<file path="src/rtl/ps2_input_mapper.sv">
// Player-input front end: maps PS/2 key events through a loadable key map,
// merges them with joystick bits, stretches coin pulses, optionally latches pause,
// and captures DIP switch bytes from the download stream. Controls are registered (one cycle).
// CTRL_W must be at least 10 (bit 8 = coin, bit 9 = pause).
module ps2_input_mapper #(
  parameter int NUM_PLAYERS  = 2,
  parameter int CTRL_W       = 10,
  parameter int COIN_CYCLES  = 960000,
  parameter int PAUSE_TOGGLE = 1,
  parameter int MAP_INDEX    = 3,
  parameter int DIP_INDEX    = 254
) (
  input  logic                          i_clk,
  input  logic                          i_reset,
  input  logic [10:0]                   i_ps2_key,
  input  logic [NUM_PLAYERS*32-1:0]     i_joystick,
  input  logic                          i_ioctl_wr,
  input  logic [15:0]                   i_ioctl_index,
  input  logic [26:0]                   i_ioctl_addr,
  input  logic [7:0]                    i_ioctl_data,
  output logic [NUM_PLAYERS*CTRL_W-1:0] o_ctrl,
  output logic [63:0]                   o_dip
);

  localparam int N_ENT     = NUM_PLAYERS * CTRL_W;
  localparam int MAP_AW    = $clog2(N_ENT);
  localparam int CNT_W     = $clog2(COIN_CYCLES + 1);
  localparam int COIN_BIT  = 8;
  localparam int PAUSE_BIT = 9;

  // Key map and DIP bytes hold their contents across reset; they power up cleared.
  logic [8:0]              r_map [N_ENT] = '{default: '0};
  logic [63:0]             r_dip = '0;
  logic                    r_old_toggle;
  logic [N_ENT-1:0]        r_key_state;
  logic [N_ENT-1:0]        r_ctrl;
  logic [CNT_W-1:0]        r_coin_cnt [NUM_PLAYERS];
  logic [NUM_PLAYERS-1:0]  r_coin_prev;
  logic [NUM_PLAYERS-1:0]  r_pause_prev;
  logic [NUM_PLAYERS-1:0]  r_pause;

  logic                    w_event;
  logic [N_ENT-1:0]        w_match;
  logic [N_ENT-1:0]        w_merged;
  logic [N_ENT-1:0]        w_ctrl_nxt;
  logic [NUM_PLAYERS-1:0]  w_coin_m;
  logic [NUM_PLAYERS-1:0]  w_pause_m;
  logic [NUM_PLAYERS-1:0]  w_coin_rise;
  logic [NUM_PLAYERS-1:0]  w_pause_rise;
  logic [MAP_AW-1:0]       w_map_idx;
  logic                    w_map_wr;
  logic                    w_dip_wr;
  logic                    w_unused_joy;

  assign w_event   = i_ps2_key[10] != r_old_toggle;
  assign w_map_idx = i_ioctl_addr[MAP_AW:1];
  assign w_map_wr  = i_ioctl_wr && (i_ioctl_index == 16'(MAP_INDEX)) &&
                     (i_ioctl_addr < 27'(2 * N_ENT));
  assign w_dip_wr  = i_ioctl_wr && (i_ioctl_index == 16'(DIP_INDEX)) &&
                     (i_ioctl_addr[24:3] == '0);
  // Joystick bits beyond the mapped controls are intentionally ignored.
  assign w_unused_joy = ^i_joystick;

  // Per-entry match against the current (pre-write) map, and key/joystick merge.
  for (genvar e = 0; e < N_ENT; e++) begin : g_ent
    assign w_match[e]  = (r_map[e][7:0] != 8'h00) && (r_map[e] == i_ps2_key[8:0]);
    assign w_merged[e] = r_key_state[e] | i_joystick[(e / CTRL_W) * 32 + (e % CTRL_W)];
  end

  for (genvar p = 0; p < NUM_PLAYERS; p++) begin : g_player
    assign w_coin_m[p]     = w_merged[p * CTRL_W + COIN_BIT];
    assign w_pause_m[p]    = w_merged[p * CTRL_W + PAUSE_BIT];
    assign w_coin_rise[p]  = w_coin_m[p] & ~r_coin_prev[p];
    assign w_pause_rise[p] = w_pause_m[p] & ~r_pause_prev[p];
  end

  // Key map load: even byte address carries the scan code, odd byte the extended flag.
  always_ff @(posedge i_clk) begin
    if (w_map_wr) begin
      if (i_ioctl_addr[0]) r_map[w_map_idx][8]   <= i_ioctl_data[0];
      else                 r_map[w_map_idx][7:0] <= i_ioctl_data;
    end
  end

  // DIP byte capture from the first eight addresses of the DIP download.
  always_ff @(posedge i_clk) begin
    if (w_dip_wr) r_dip[{i_ioctl_addr[2:0], 3'b000} +: 8] <= i_ioctl_data;
  end

  // Toggle tracker runs through reset so releasing reset never fakes an event.
  always_ff @(posedge i_clk) begin
    r_old_toggle <= i_ps2_key[10];
  end

  // Key state: every matching entry takes the pressed flag of the event.
  always_ff @(posedge i_clk) begin
    if (i_reset)      r_key_state <= '0;
    else if (w_event) r_key_state <= (r_key_state & ~w_match) |
                                     (w_match & {N_ENT{i_ps2_key[9]}});
  end

  // Coin stretch counters, pause latches and their edge detectors.
  always_ff @(posedge i_clk) begin
    if (i_reset) begin
      r_coin_prev  <= '0;
      r_pause_prev <= '0;
      r_pause      <= '0;
      for (int p = 0; p < NUM_PLAYERS; p++) r_coin_cnt[p] <= '0;
    end else begin
      r_coin_prev  <= w_coin_m;
      r_pause_prev <= w_pause_m;
      r_pause      <= r_pause ^ w_pause_rise;
      for (int p = 0; p < NUM_PLAYERS; p++) begin
        if (w_coin_rise[p])            r_coin_cnt[p] <= CNT_W'(COIN_CYCLES - 1);
        else if (r_coin_cnt[p] != '0)  r_coin_cnt[p] <= r_coin_cnt[p] - CNT_W'(1);
      end
    end
  end

  // Next control word: merged bits, with coin stretched and pause optionally latched.
  always_comb begin
    w_ctrl_nxt = w_merged;
    for (int p = 0; p < NUM_PLAYERS; p++) begin
      w_ctrl_nxt[p * CTRL_W + COIN_BIT] = w_coin_m[p] | (r_coin_cnt[p] != '0);
      if (PAUSE_TOGGLE != 0)
        w_ctrl_nxt[p * CTRL_W + PAUSE_BIT] = r_pause[p] ^ w_pause_rise[p];
    end
  end

  // Registered control outputs.
  always_ff @(posedge i_clk) begin
    if (i_reset) r_ctrl <= '0;
    else         r_ctrl <= w_ctrl_nxt;
  end

  assign o_ctrl = r_ctrl;
  assign o_dip  = r_dip;

endmodule

</file>
<file path="config.mk">
export PLATFORM = sky130hd
export DESIGN_NAME = ps2_input_mapper
export DESIGN_NICKNAME = d
export VERILOG_FILES = /design/src/rtl/ps2_input_mapper.sv
export SDC_FILE = /design/constraint.sdc
export NUM_CORES = 1
export LEC_CHECK = 0
export ABC_CLOCK_PERIOD_IN_PS = 2790
export CAP_MARGIN = 20
export CORE_ASPECT_RATIO = 0.75
export CORE_MARGIN = 5
export CORE_UTILIZATION = 49
export CTS_CLUSTER_DIAMETER = 150
export DETAILED_ROUTE_END_ITERATION = 10
export PLACE_DENSITY = 0.76
export SKIP_LAST_GASP = 1
export SLEW_MARGIN = 10
export SYNTH_ARGS = -nofsm -noshare
export SYNTH_HDL_FRONTEND = slang
export SYNTH_SLANG_ARGS = --single-unit
export TNS_END_PERCENT = 50
</file>
<file path="constraint.sdc">
create_clock -name i_clk -period 2.79 [get_ports i_clk]
set_input_delay 0.4185 -clock i_clk [delete_from_list [all_inputs] [get_ports i_clk]]
set_output_delay 0.4185 -clock i_clk [all_outputs]
set_load 0.005 [all_outputs]
</file>
==> metrics.yaml <==
setup_path:
  critPathArrivalTime_ps: 2810
  start_kind: "flip-flop"
  crit_required_ps: 3030
  cp-end-kind: "flip-flop"
  crit_fanout: 13
  path_class: "reg -> reg"
detailed_routing:
  drt_wl_total_um: 36450
  vias_per_cell: 5.549
  postRouteAntennaNets: 0
  first_pass_iters: 5
  drt_iter0_drc: 787
  wire_per_inst_um: 20.58
  vias: 9828
  route.detailed.drc: 0
yosys:
  synth_nets: 1243
  ys_ff_latch: 329
  synth_commonest_cells: "edfxtp_1, xor2_1, nor2_1"
  synth-async-reset-ratio_pct: 0
  synth.most_common_cell: "edfxtp_1"
  ys_warn_count: 0
  post_synth_inst_count: 1108
  ys.flop_type: "edfxtp_1"
  synthDominantAreaCellType: "edfxtp_1"
  synth_area_sq_um: 14360
  postSynthAreaPerCell_sq_um: 12.96
  synth_area_leaders: "edfxtp_1, xor2_1, dfxtp_1"
  synth_top_area_share_pct: 59.40
  synth_edf_count: 284
  synth_cell_type_count: 50
  yosysSeqAreaShare_pct: 65.67
die:
  core_sq_um: 28990
  dieWidth_um: 207.7
  rows: 54
  die_h_um: 158.2
  dieArea_sq_um: 32860
  start_util_pct: 49.53
  ios: 213
cells_and_area:
  final_nets: 1488
  stdcell_count: 1771
  finish.utilization_pct: 62.91
  post_route_cells_drive_above_1_share_pct: 10.30
  area_growth_pct: 27.01
  diodes: 0
clock_network:
  cts_setup_buffers: 0
  clk_latency_ps: 510
  clk_pin_slew_ps: 60
  cts.sinks: 329
  postCtsHoldBufs: 0
  cts_tree: "built"
  cts_buffer_depth: 3
  h-tree-depth: 2
  cts_root_buffer: "clkbuf_16"
  cts_inserted_buffers: 34
  cts.repair.resized: 0
place:
  gp_routability_congestion: 0.8532
  hpwl_um: 23820
  dp.cells: 1709
  numPortBuffers: 168
power_and_ir_drop:
  p_per_area_nw_per_um2: 605.9
  total_power_uw: 11050
  p_int_uw: 8729
  leakage_uw: 0.006156
  power.switching_uw: 2319
  clkPwrFrac_pct: 43.5
  p_comb_share_pct: 7.2
  seqPwrFrac_pct: 49.3
  ir_drop_mv: 0.3447
  p_sw_share_pct: 20.99
timing:
  slew_headroom_pct: 42.17
  clock.fmax_mhz: 389.0
  tightest_slew_ps: 864.8
  maxSlewViolCount: 0
  skew_ps: 10.88
  rsz0062_at_grt: "no"
  fin_crit_ps: 2571
  hold_viol: 0
  setup_violations: 0
  timing.final.crit_share_pct: 92.14
worst_hold_path:
  hp-class: "in -> reg"
grt:
  grt_pass1_wl_um: 56060
  grt_max_degree: 49
  antenna_found_initial: 0
  first_global_vias: 10020
  grtUsageTotal_pct: 21.84
  overflow: 0
job:
  cap_violations: 0
run_status:
  status: "completed"
## cell families (layout without fill, tap and decap cells)
kind of cell / after synthesis / in the layout / share of synthesized area (%)
adder cells (fa/ha/maj): 6 / 6 / 0.5229
XOR/XNOR: 206 / 206 / 12.57
AND/OR/NAND/NOR: 419 / 419 / 15.49
buffers and inverters: 54 / 325 / 1.638
AO/OA/AOI/OAI: 89 / 89 / 3.765
flip-flops: 329 / 329 / 65.67
multiplexers: 5 / 5 / 0.3486
## state kept, by name (all words and copies together), names as in the netlist, named ones only
register      count
r_map           180
r_coin_cnt       40
r_old_toggle      1
r_pause_prev      2
o_dip            64
o_ctrl           20
r_coin_prev       2
## layer usage
| metal | up-vias | GRT usage (%) | part of all wire [%] |
|---|---|---|---|
| met5 | - | 0 | 0 |
| met4 | 0 | 7.440 | 2.7 |
| met3 | 77 | 3.665 | 7.5 |
| met2 | 407 | 36.14 | 47 |
| met1 | 4773 | 29.87 | 42 |
| li1 | 4571 | - | - |
## per-stage QoR
stage	instance area [sq um]	hold WS, ps	setup WS (ps)	setup TNS [ps]
4_1_cts	18240	430.7	221.0	0
3_5_place_dp	17050	456.7	-286.8	-21250
6_report	18240	452.1	219.4	0
3_3_place_gp	17050	452.3	-283.2	-21020
5_1_grt	18240	439.1	62.97	0
2_1_floorplan	14360	432.3	-20.08	-160.7
## cell type report
cell class | count | area [sq um]
clock buffer | 49 | 970.9
clock inverter | 13 | 214.0
fill | 2143 | 10750
inverter | 11 | 41.29
multi-input combinational | 725 | 4707
sequential | 329 | 9429
tap | 392 | 490.5
timing repair buffer | 252 | 2382
## critical path, cell delays in order, from the launching register on
cell      delay [ps]
edfxtp_1         440
nor4_1           680
nand4_1          320
o31ai_2          360
nor2b_4          410
a31oi_1           90
## path summary, 6_finish.rpt
check | from | to | slack, ps | cells past startpoint
worst max-delay path | r_coin_cnt[0][4] | r_coin_cnt[1][7] | 220 | 5
worst min-delay path | i_ps2_key[10] | r_old_toggle | 450 | 1
worst min register to register | flip-flop | o_ctrl[2] | 470 | 2
worst max register to register | r_coin_cnt[0][4] | r_coin_cnt[1][7] | 220 | 5
## cells in the final DEF (no fill, tap or decap), types with 12 or more instances in the layout
master,count
a21oi_1,43
dfxtp_1,45
nand3_1,28
xor2_1,138
nand4_1,26
nor4_1,78
buf_4,78
nand2_1,32
xnor2_1,67
o21ai_0,19
clkbuf_16,37
nor3_1,46
and2_1,58
edfxtp_1,284
clkbuf_1,12
nor2_1,111
clkdlybuf4s50_1,167
## power groups by stage
stage | Combinational (uW) | Clock [uW] | Sequential (uW)
floorplan | 375 | 0 | 5540
global placement | 771 | 0 | 5540
detailed placement | 789 | 0 | 5550
CTS | 796 | 4870 | 5440
global route | 861 | 5110 | 5450
finish | 800 | 4810 | 5440
Power figures use the tool's default switching activity.
